--- src/rtl/ladybird_config_pkg.sv ---
// Shared configuration for the ladybird front end: data width, the fetch
// sequencer state encoding and the default reset vector.
package ladybird_config;

    localparam int XLEN = 32;

    localparam logic [XLEN-1:0] DEFAULT_RESET_VECTOR = 32'h8000_0000;

    typedef enum logic {
        FETCH_IDLE,
        FETCH_RUN
    } fetch_state_t;

endpackage

--- src/rtl/ladybird_fetch_queue.sv ---
// Show-ahead instruction queue holding {pc, inst} pairs for decode.
// The head entry is visible combinationally; flush empties the queue in one cycle.
module ladybird_fetch_queue #(
    parameter int DEPTH = 4,
    parameter int W     = 32
) (
    input  logic                       clk,
    input  logic                       rst,
    input  logic                       push,
    input  logic [W-1:0]               push_pc,
    input  logic [W-1:0]               push_inst,
    input  logic                       pop,
    input  logic                       flush,
    output logic [$clog2(DEPTH+1)-1:0] count,
    output logic                       head_valid,
    output logic [W-1:0]               head_pc,
    output logic [W-1:0]               head_inst
);

    localparam int PTR_W = $clog2(DEPTH);
    localparam int CNT_W = $clog2(DEPTH+1);

    logic [2*W-1:0]   mem_q [DEPTH];
    logic [PTR_W-1:0] wr_ptr_q, wr_ptr_d;
    logic [PTR_W-1:0] rd_ptr_q, rd_ptr_d;
    logic [CNT_W-1:0] count_q, count_d;
    logic             pop_eff;

    // Pointer and occupancy update; flush wins over push and pop.
    always_comb begin
        pop_eff  = pop & (count_q != '0);
        wr_ptr_d = wr_ptr_q;
        rd_ptr_d = rd_ptr_q;
        count_d  = count_q;
        if (flush) begin
            wr_ptr_d = '0;
            rd_ptr_d = '0;
            count_d  = '0;
        end else begin
            if (push)    wr_ptr_d = wr_ptr_q + PTR_W'(1);
            if (pop_eff) rd_ptr_d = rd_ptr_q + PTR_W'(1);
            case ({push, pop_eff})
                2'b10:   count_d = count_q + CNT_W'(1);
                2'b01:   count_d = count_q - CNT_W'(1);
                default: count_d = count_q;
            endcase
        end
    end

    // Pointer and count registers.
    always_ff @(posedge clk or posedge rst) begin
        if (rst) begin
            wr_ptr_q <= '0;
            rd_ptr_q <= '0;
            count_q  <= '0;
        end else begin
            wr_ptr_q <= wr_ptr_d;
            rd_ptr_q <= rd_ptr_d;
            count_q  <= count_d;
        end
    end

    // Payload storage; contents need no reset because the head is masked when empty.
    always_ff @(posedge clk) begin
        if (push && !flush) mem_q[wr_ptr_q] <= {push_pc, push_inst};
    end

    // Head presentation, forced to zero while empty.
    always_comb begin
        head_valid = (count_q != '0);
        head_pc    = '0;
        head_inst  = '0;
        if (head_valid) {head_pc, head_inst} = mem_q[rd_ptr_q];
    end

    assign count = count_q;

endmodule

--- src/rtl/ladybird_fetch_ctrl.sv ---
// Fetch sequencer: issues sequential PCs to the IFU only when queue space is
// reserved for the response, buffers responses for decode, and on redirect
// flushes the queue and discards responses still in flight.
module ladybird_fetch_ctrl
    import ladybird_config::*;
#(
    parameter logic [XLEN-1:0] RESET_VECTOR    = DEFAULT_RESET_VECTOR,
    parameter int              QUEUE_DEPTH     = 4,
    parameter int              MAX_OUTSTANDING = 2
) (
    input  logic            clk,
    input  logic            nrst,
    input  logic            fetch_en,
    input  logic            redirect_valid,
    input  logic [XLEN-1:0] redirect_pc,
    output logic [XLEN-1:0] pc,
    output logic            pc_valid,
    input  logic            pc_ready,
    input  logic [XLEN-1:0] inst,
    input  logic            inst_valid,
    input  logic [XLEN-1:0] inst_pc,
    output logic [XLEN-1:0] d_inst,
    output logic [XLEN-1:0] d_pc,
    output logic            d_valid,
    input  logic            d_ready,
    output logic            busy
);

    localparam int CNT_W = $clog2(QUEUE_DEPTH+1);
    localparam int OUT_W = $clog2(MAX_OUTSTANDING+1);

    fetch_state_t     state_q, state_d;
    logic [XLEN-1:0]  fetch_pc_q, fetch_pc_d;
    logic [OUT_W-1:0] outstanding_q, outstanding_d;
    logic [OUT_W-1:0] drop_cnt_q, drop_cnt_d;
    logic [CNT_W-1:0] qcount;
    logic [CNT_W:0]   fill;
    logic             accept;
    logic             push;
    logic             pop;

    // Issue gating: reserve a queue slot for every fetch before it is issued.
    always_comb begin
        fill     = {1'b0, qcount} + (CNT_W+1)'(outstanding_q);
        pc       = fetch_pc_q;
        pc_valid = (state_q == FETCH_RUN) & ~redirect_valid
                 & (outstanding_q < OUT_W'(MAX_OUTSTANDING))
                 & (fill < (CNT_W+1)'(QUEUE_DEPTH))
                 & (drop_cnt_q == '0);
        accept   = pc_valid & pc_ready;
        push     = inst_valid & ~redirect_valid & (drop_cnt_q == '0);
        pop      = d_valid & d_ready & ~redirect_valid;
        busy     = (outstanding_q != '0) | (drop_cnt_q != '0);
    end

    // Next-state for run control, fetch PC and the in-flight/drop counters.
    always_comb begin
        state_d       = state_q;
        fetch_pc_d    = fetch_pc_q;
        outstanding_d = outstanding_q;
        drop_cnt_d    = drop_cnt_q;

        case (state_q)
            FETCH_IDLE: if (fetch_en && !redirect_valid) state_d = FETCH_RUN;
            FETCH_RUN:  if (!fetch_en)                   state_d = FETCH_IDLE;
            default:                                     state_d = FETCH_IDLE;
        endcase

        case ({accept, inst_valid})
            2'b10:   outstanding_d = outstanding_q + OUT_W'(1);
            2'b01:   outstanding_d = outstanding_q - OUT_W'(1);
            default: outstanding_d = outstanding_q;
        endcase

        if (redirect_valid) begin
            fetch_pc_d = redirect_pc & ~XLEN'(3);
            // Everything still in flight after this cycle is stale.
            drop_cnt_d = outstanding_d;
        end else begin
            if (accept) fetch_pc_d = fetch_pc_q + XLEN'(4);
            if (inst_valid && drop_cnt_q != '0) drop_cnt_d = drop_cnt_q - OUT_W'(1);
        end
    end

    // Control state registers.
    always_ff @(posedge clk or posedge nrst) begin
        if (nrst) begin
            state_q       <= FETCH_IDLE;
            fetch_pc_q    <= RESET_VECTOR;
            outstanding_q <= '0;
            drop_cnt_q    <= '0;
        end else begin
            state_q       <= state_d;
            fetch_pc_q    <= fetch_pc_d;
            outstanding_q <= outstanding_d;
            drop_cnt_q    <= drop_cnt_d;
        end
    end

    ladybird_fetch_queue #(
        .DEPTH (QUEUE_DEPTH),
        .W     (XLEN)
    ) u_queue (
        .clk        (clk),
        .rst        (nrst),
        .push       (push),
        .push_pc    (inst_pc),
        .push_inst  (inst),
        .pop        (pop),
        .flush      (redirect_valid),
        .count      (qcount),
        .head_valid (d_valid),
        .head_pc    (d_pc),
        .head_inst  (d_inst)
    );

endmodule

--- config.mk ---
export PLATFORM = sky130hd
export DESIGN_NAME = ladybird_fetch_ctrl
export DESIGN_NICKNAME = d
export VERILOG_FILES = /design/src/rtl/ladybird_config_pkg.sv /design/src/rtl/ladybird_fetch_queue.sv /design/src/rtl/ladybird_fetch_ctrl.sv
export SDC_FILE = /design/constraint.sdc
export NUM_CORES = 1
export LEC_CHECK = 0
export ABC_AREA = 1
export BUFFER_PORTS_ARGS = -buffer_cell sky130_fd_sc_hd__buf_2
export CAP_MARGIN = 0
export CORE_ASPECT_RATIO = 0.75
export CORE_MARGIN = 8
export CORE_UTILIZATION = 45
export DETAILED_ROUTE_END_ITERATION = 8
export MAX_ROUTING_LAYER = met4
export PLACE_DENSITY_LB_ADDON = 0.3
export SLEW_MARGIN = 15
export SYNTH_ARGS = -nofsm -noshare
export SYNTH_HDL_FRONTEND = slang
export SYNTH_HIERARCHICAL = 1
export SYNTH_SLANG_ARGS = --single-unit
--- constraint.sdc ---
create_clock -name clk -period 5.36 [get_ports clk]
set_clock_uncertainty 0.05 [all_clocks]
set_input_delay 0.268 -clock clk [delete_from_list [all_inputs] [get_ports clk]]
set_output_delay 0.268 -clock clk [all_outputs]
set_load 0.02 [all_outputs]
==> reports/qor.yml, run 1 <==
result_of_the_run: "complete, no violations"
numClockSinks: 298
slack_of_the_worst_reg_to_reg_path_ns: 2.14
worst_r2r_startpoint: "drop_cnt_q[0]$_DFFE_PP0P_"
final.setup.tns_ns: 0
synth_area_leaders: "sky130_fd_sc_hd__edfxtp_1 (58%), sky130_fd_sc_hd__nor2_1 (8.8%), sky130_fd_sc_hd__dfrtp_1 (7.8%), sky130_fd_sc_hd__nand2_1 (5.7%), sky130_fd_sc_hd__o21ai_0 (5.1%)"
area_growth_pct: 24.7
synth.most_common_cell: "sky130_fd_sc_hd__nor2_1"
reg2regPathDepth: 7
holdPathStages: 5
synth_top_area_share_pct: 58.5
reg2reg_to: "u_queue/mem_q[3][34]$_DFFE_PP_"
achievable-frequency_mhz: 287
hpwl_mm: 19.7
register_area_um2: 8740
crit_path_start_kind: "flip-flop"
die_footprint_um2: 35000
detailedRoute.firstIterationViolations: 626
report.power.total_mw: 5.49
path_class: "reg -> out"
cts_tree: "yes"
core-area_um2: 28900
synth.largest_area_cell: "sky130_fd_sc_hd__edfxtp_1"
cp-startpoint: "u_queue/rd_ptr_q[0]$_DFFE_PP0P_"
synth_simple_gate_area_share_pct: 18.4
ys_seq_area_share_pct: 66.5
cellLeakagePower_nw: 6.61
post_synth_xor_area_fraction_pct: 0.733
setup_repair_after_global_routing_missed_its_margin: "false"
timing.final.setup_violations: 0
wl_per_cell_um: 16.6
via_per_inst: 4.97
post_cts_setup_inserts: 0
finalWeightedCongestion: 0.930
die_ht_um: 164
synth_flop_cell: "sky130_fd_sc_hd__edfxtp_1"
global_route_wire_length_before_repair_mm: 50.4
tightestPinTransition_ns: 0.952
number_of_max_capacitance_violations_reported: 0
multi_input_logic_area_um2: 3780
ys_ff_latch: 298
critPathCaptureType: "output pin"
post_synth_mux_area_share_pct: 0
ys_top_cells_by_count: "sky130_fd_sc_hd__nor2_1 (309), sky130_fd_sc_hd__edfxtp_1 (256), sky130_fd_sc_hd__nand2_1 (200)"
cts_buffer_depth: 3
cts_buffers: 30
layout.filler_cells: 2516
worst_skew_pair.late_latency_ns: 0.56
grt.total_usage_pct: 18.6
globalRouteOverflowTotal: 0
post-route-drc-count: 0
dr_total_vias: 9721
synth_warnings: 6
critPathArrivalTime_ns: 3.16
layout_worst_path_cycle_share_pct: 65.0
worst_setup_path_endpoint: "d_inst[18]"
die_w_um: 213
report.final.hold_viol_count: 0
vias_in_the_first_global_route: 9543
rows: 54
synth_cell_types: 34
combinational_family_with_the_most_area_after_synthesis: "simple AND/OR/NAND/NOR gates"
synth_compound_area_share_pct: 8.37
fraction_of_final_layout_cells_with_drive_strength_greater_than_1_pct: 18.9
drv_slew: 0
ant_nets: 0
clkTransAtPathRegs_ns: 0.07
initial_utilization_pct: 45.5
hold_path_class: "in -> reg"
ctsRootBufferMaster: "sky130_fd_sc_hd__clkbuf_16"
cp.required_ns: 5.04
power_density_nw_per_um2: 335
synth-edff-count: 256
syn_avg_cell_area_um2: 10.4
post-route-min-period_ns: 3.48
top_level_ports: 202
max-vdd-ir-drop_v: 0.000322
synth_fa_ha_area_share_pct: 0.913
wl_mm: 32.5
grt_max_degree: 76
async_flop_share_pct: 14.1
htreeDepth: 1
area_of_the_mapped_netlist_um2: 13200
drtPass1Iterations: 5
finalNetCount: 1647
antenna_found_initial: 4
crit_path_max_fanout: 75
port-buffer-count: 197
max_slew_headroom_at_the_worst_pin_pct: 36.4
synthCells: 1262
==> cells by family (layout without fill, tap and decap cells) <==
logic type                 count (synthesis)  count (layout)
and+or+nand+nor                          592             592
DFF                                      298             298
AOI/OAI and AO/OA                        217             217
buffers and inverters                    134             430
xor gates and xnor gates                  11              11
adders and majority gates                  9               9
other                                      1               7
==> cell type report <==
type	instances	share of cell area [%]
Timing Repair Buffer	302	12.3
Multi-Input combinational cell	831	23.0
Tap cell	392	2.99
Clock inverter	23	1.95
Clock buffer	33	4.65
Antenna cell	5	0.0763
Sequential cell	298	53.3
Inverter	72	1.66
==> state kept, by name (all words and copies together) (netlist names) <==
name,cells
u_queue/mem_q,256
pc,30
u_queue/count,3
drop_cnt_q,2
outstanding_q,2
u_queue/rd_ptr_q,2
u_queue/wr_ptr_q,2
state_q,1
==> critical path, cell delays in order (launching register included) <==
cell	delay, ns
sky130_fd_sc_hd__dfrtp_4	0.41
sky130_fd_sc_hd__buf_4	0.65
sky130_fd_sc_hd__buf_4	0.63
sky130_fd_sc_hd__nor2_1	0.10
sky130_fd_sc_hd__nor2_1	0.09
sky130_fd_sc_hd__o21ai_0	0.09
sky130_fd_sc_hd__a21oi_1	0.35
sky130_fd_sc_hd__buf_2	0.24
==> layout by cell type, fill, tap and decap left out, types with 2 or more instances in the layout <==
| cell type | n |
|---|---|
| sky130_fd_sc_hd__or2_2 | 3 |
| sky130_fd_sc_hd__dfrtp_1 | 39 |
| sky130_fd_sc_hd__o21bai_1 | 3 |
| sky130_fd_sc_hd__clkbuf_1 | 3 |
| sky130_fd_sc_hd__nand3_1 | 59 |
| sky130_fd_sc_hd__nor2_1 | 305 |
| sky130_fd_sc_hd__nor2_4 | 9 |
| sky130_fd_sc_hd__clkinv_2 | 7 |
| sky130_fd_sc_hd__bufinv_16 | 7 |
| sky130_fd_sc_hd__ha_1 | 8 |
| sky130_fd_sc_hd__clkinvlp_4 | 6 |
| sky130_fd_sc_hd__buf_4 | 12 |
| sky130_fd_sc_hd__diode_2 | 5 |
| sky130_fd_sc_hd__edfxtp_1 | 256 |
| sky130_fd_sc_hd__clkbuf_16 | 30 |
| sky130_fd_sc_hd__conb_1 | 2 |
| sky130_fd_sc_hd__buf_2 | 197 |
| sky130_fd_sc_hd__xnor2_1 | 8 |
| sky130_fd_sc_hd__nand3_2 | 2 |
| sky130_fd_sc_hd__xor2_1 | 3 |
| sky130_fd_sc_hd__nand2_1 | 200 |
| sky130_fd_sc_hd__o21ai_1 | 4 |
| sky130_fd_sc_hd__inv_1 | 65 |
| sky130_fd_sc_hd__o21ai_0 | 133 |
| sky130_fd_sc_hd__and2_1 | 2 |
| sky130_fd_sc_hd__clkinv_1 | 3 |
| sky130_fd_sc_hd__dlygate4sd3_1 | 92 |
| sky130_fd_sc_hd__nor2_2 | 4 |
| sky130_fd_sc_hd__nand2_4 | 4 |
| sky130_fd_sc_hd__a21oi_1 | 74 |
| sky130_fd_sc_hd__nand2_2 | 2 |
| sky130_fd_sc_hd__inv_2 | 5 |
==> stage by stage <==
step	std cells	worst slack [ns]	hold slack [ns]	utilization, %	area [um2]
floorplan	1263	0.927	0.0214	-	13200
global placement	1803	2.13	0.182	49.7	14400
detailed placement	1803	2.10	0.182	49.7	14400
CTS	1951	1.90	0.00543	56.7	16400
global route	1955	1.65	0.0317	56.7	16400
finish	1956	1.88	0.0312	56.7	16400
==> worst min path at each step <==
| stage | end | slack (ns) | from |
|---|---|---|---|
| final | pc[16]$_DFFE_PP0P_ | 0.03 | redirect_pc[16] |
| after global routing | pc[15]$_DFFE_PP0P_ | 0.03 | redirect_pc[15] |
| after CTS | pc[15]$_DFFE_PP0P_ | 0.005 | redirect_pc[15] |
| after detailed placement | u_queue/count[1]$_DFFE_PP0P_ | 0.18 | nrst |
| after global placement | u_queue/count[1]$_DFFE_PP0P_ | 0.18 | nrst |
| after floorplan | u_queue/count[0]$_DFFE_PP0P_ | 0.02 | nrst |
==> power breakdown <==
part           switching (mW)  internal (mW)  leakage [nW]
clock                   0.898           1.37         0.513
sequential             0.0646           2.59          2.82
combinational           0.361          0.207          3.28
total                    1.32           4.17          6.61
==> what timing repair did <==
action,4_1_cts,5_1_grt
hold buffers,92,0
endpoints found under the hold margin,324,0
gates resized for setup,0,0
==> layer usage <==
metal	GRT usage, %	vias to the layer above	routed length [um]
met3	3.68	46	2170
met1	24.5	4598	14700
met4	4.76	0	696
met5	-	-	0
li1	-	4794	-
met2	29.5	283	14900
Power figures use the tool's default switching activity.
==> inputs of run 2 (changes only) <==
--- a/config.mk
+++ b/config.mk
@@ -5,7 +5,7 @@
 export SDC_FILE = /design/constraint.sdc
 export NUM_CORES = 1
 export LEC_CHECK = 0
-export ABC_AREA = 1
+export ABC_AREA = 0
 export BUFFER_PORTS_ARGS = -buffer_cell sky130_fd_sc_hd__buf_2
 export CAP_MARGIN = 0
 export CORE_ASPECT_RATIO = 0.75
==> constraint.sdc (replaced) <==
create_clock -name clk -period 3.2 [get_ports clk]
set_clock_uncertainty 0.05 [all_clocks]
set_input_delay 0.16 -clock clk [delete_from_list [all_inputs] [get_ports clk]]
set_output_delay 0.16 -clock clk [all_outputs]
set_load 0.02 [all_outputs]
==> run 2 against run 1 <==
Cell count decreased by 29%; critical path depth fell by 3; sequential share of layout area up 1.6 points; die area decreased by 5.5%; hold slack better by 0.052 ns; worst setup slack got worse by 1.4 ns; total power grew 68%; non-clock buffer count increased by 19; synthesized area decreased by 6.1%; clock-buffer cell count stayed put; clock power increased by 59%; wire length is 14% lower; critical endpoint is now d_pc[30]; largest cell class unchanged; largest power group unchanged.
==> reports/qor.yml, run 2 <==
mostFrequentLayoutCell: "sky130_fd_sc_hd__edfxtp_1"
reg2reg_to: "u_queue/count[2]$_DFFE_PP0P_"
htreeDepth: 1  # unchanged
port-buffer-count: 197  # unchanged
path_class: "reg -> out"
max_slew_headroom_at_the_worst_pin_pct: 53.6  # +17 points
crit_path_start_kind: "flip-flop"
registers.top_by_ff_count: "u_queue/mem_q"
result_of_the_run: "complete, no violations"
synth.largest_area_cell: "sky130_fd_sc_hd__edfxtp_1"
wl_per_cell_um: 20.1  # +21%
area_of_the_mapped_netlist_um2: 12400  # -6.1%
synth_top_area_share_pct: 62.2  # +3.8 points
setup_repair_after_global_routing_missed_its_margin: "false"
post_cts_hold_buffer_count: 100  # +8.7%
finalWeightedCongestion: 0.825  # -11%
final.setup.tns_ns: 0  # unchanged
die_ht_um: 159  # -2.8%
power_density_nw_per_um2: 578  # +72%
top_level_ports: 202  # unchanged
max_ffs_per_register: 256  # unchanged
reg2regPathDepth: 9  # +2
tightestPinTransition_ns: 0.696  # -0.256 ns
critPathArrivalTime_ns: 2.48  # -0.68 ns
global_route_wire_length_before_repair_mm: 44.6  # -12%
layout_worst_path_cycle_share_pct: 84.2
synthCells: 697  # -45%
cts_repair_resize_count: 0  # unchanged
achievable-frequency_mhz: 371
ctsRootBufferMaster: "sky130_fd_sc_hd__clkbuf_16"
grt.total_usage_pct: 17.2  # -1.4 points
post-route-min-period_ns: 2.69
layout.filler_cells: 2008  # -20%
crit_path_max_fanout: 24  # -68%
ant_nets: 0  # unchanged
max-vdd-ir-drop_v: 0.000455  # +41%
critPathCaptureType: "output pin"
ys_ff_latch: 298  # unchanged
synth_cell_types: 56  # +65%
syn_avg_cell_area_um2: 17.7  # +70%
synth_flop_cell: "sky130_fd_sc_hd__edfxtp_1"
worst_path_dominant_cell_family: "flip-flops"
initial_utilization_pct: 45.8  # +0.28 points
timing.final.setup_violations: 0  # unchanged
synth_warnings: 6  # unchanged
post_cts_setup_inserts: 0  # unchanged
worst_path_largest_cell_delay_ns: 0.76  # +0.11 ns
finalNetCount: 1127  # -32%
core-area_um2: 27000  # -6.6%
worst_skew_pair.late_latency_ns: 0.54  # -0.02 ns
antenna_found_initial: 5  # +1
ys_top_cells_by_count: "sky130_fd_sc_hd__edfxtp_1 (256), sky130_fd_sc_hd__and2_1 (68), sky130_fd_sc_hd__mux4_2 (64)"
cp-startpoint: "u_queue/rd_ptr_q[0]$_DFFE_PP0P_"
clkTransAtPathRegs_ns: 0.07  # about the same
critical_path.slowest_cell: "sky130_fd_sc_hd__dfrtp_4"
async_flop_share_pct: 14.1  # unchanged
grt_max_degree: 68  # -11%
critical_path.n_buffers_inverters: 2  # -1
hold_path_class: "in -> async"
rows: 52  # -3.7%
report.final.hold_viol_count: 0  # unchanged
dr_total_vias: 7322  # -25%
fraction_of_final_layout_cells_with_drive_strength_greater_than_1_pct: 34.0  # +15 points
synth-edff-count: 256  # unchanged
synth_area_leaders: "sky130_fd_sc_hd__edfxtp_1 (62%), sky130_fd_sc_hd__mux4_2 (12%), sky130_fd_sc_hd__dfrtp_1 (8.3%), sky130_fd_sc_hd__and2_1 (3.4%), sky130_fd_sc_hd__nand2_1 (1.2%)"
critical_path.cell_chain: "buf_12, mux4_2, and2_1, buf_2"
cellLeakagePower_nw: 5.84  # -12%
globalRouteOverflowTotal: 0  # unchanged
drtPass1Iterations: 5  # unchanged
detailed_place.area_um2: 13900  # -3.4%
die_footprint_um2: 33100  # -5.5%
number_of_max_capacitance_violations_reported: 0  # unchanged
cts_buffer_depth: 3  # unchanged
via_per_inst: 5.25  # +5.7%
synth.most_common_cell: "sky130_fd_sc_hd__edfxtp_1"
ys_seq_area_share_pct: 70.7  # +4.3 points
hpwl_mm: 17.7  # -10%
area_growth_pct: 28.9
post-route-drc-count: 0  # unchanged
wl_mm: 28.0  # -14%
cts_buffers: 30  # unchanged
final_cell_mix: "sky130_fd_sc_hd__edfxtp_1 (256), sky130_fd_sc_hd__buf_2 (197), sky130_fd_sc_hd__dlygate4sd3_1 (100)"
worst_r2r_startpoint: "u_queue/count[1]$_DFFE_PP0P_"
cp.required_ns: 2.99  # -2.05 ns
vias_in_the_first_global_route: 7864  # -18%
die_w_um: 207  # -2.8%
final_design_area_no_fill_um2: 15900  # -2.9%
detailedRoute.firstIterationViolations: 512  # -18%
numClockSinks: 298  # unchanged
cts_tree: "yes"
drv_slew: 0  # unchanged
slack_of_the_worst_reg_to_reg_path_ns: 0.62  # -1.52 ns
## run 2: layout make-up
type	count	area (um2)	area share (%)
inverters	14	52.6	0.330
flip-flops and latches	298	8740	54.9
diodes	5	12.5	0.0786
repair buffers	321	2290	14.4
clock buffers	33	783	4.92
well taps	351	439	2.76
multi-input cells	350	3360	21.1
clock inverters	22	243	1.52
## run 2: power breakdown
part	leakage (nW)	internal [mW]	switching (mW)	total [mW]
combinational	2.52	0.465	0.660	1.12
clock	0.499	2.16	1.45	3.62
sequential	2.82	4.35	0.104	4.46
## run 2: cells by family after synthesis
group,count (synthesis),synth area share [%]
simple gates,199,9.73
other cells,1,0.0304
compound gates,49,2.68
fa+ha+maj,9,0.972
flops,298,70.7
mux,69,12.1
buf+inv,50,2.19
xor+xnor,22,1.56
## run 2: how the worst max path moves through the flow
stage	endpoint	cells past startpoint
5_1_grt	u_queue/count[2]$_DFFE_PP0P_	9
3_5_place_dp	u_queue/count[2]$_DFFE_PP0P_	9
2_1_floorplan	u_queue/count[2]$_DFFE_PP0P_	10
6_report	d_pc[30]	4
3_3_place_gp	u_queue/count[2]$_DFFE_PP0P_	9
4_1_cts	d_pc[30]	4
## run 2: through the flow
step           worst slack [ns]  cells  total power [mW]  util, %  hold WS (ns)
5_1_grt                   0.354   1394              9.54     59.0        0.0910
3_5_place_dp              0.632   1234              5.58     51.4        0.0979
4_1_cts                   0.422   1389              9.29     58.9        0.0654
3_3_place_gp              0.653   1234              5.56     51.4        0.0913
6_report                  0.507   1394              9.20     59.0        0.0834
2_1_floorplan             0.592    698              5.15        -       -0.0866
## run 2: routing by layer
metal	routed length [um]	up-vias	global-route usage, %
met1	12600	3675	22.9
li1	-	3376	-
met5	0	-	-
met2	13500	217	27.4
met4	686	0	4.70
met3	1290	54	2.91
## run 2: worst register-to-register path: stages, from the launching register on
cell	delay, ns
sky130_fd_sc_hd__dfrtp_1	0.46
sky130_fd_sc_hd__nor3_1	0.33
sky130_fd_sc_hd__inv_2	0.06
sky130_fd_sc_hd__and3_1	0.26
sky130_fd_sc_hd__o31ai_1	0.21
sky130_fd_sc_hd__nor2_1	0.12
sky130_fd_sc_hd__fa_1	0.43
sky130_fd_sc_hd__nor2_1	0.16
sky130_fd_sc_hd__a31oi_1	0.10
sky130_fd_sc_hd__a221oi_1	0.32
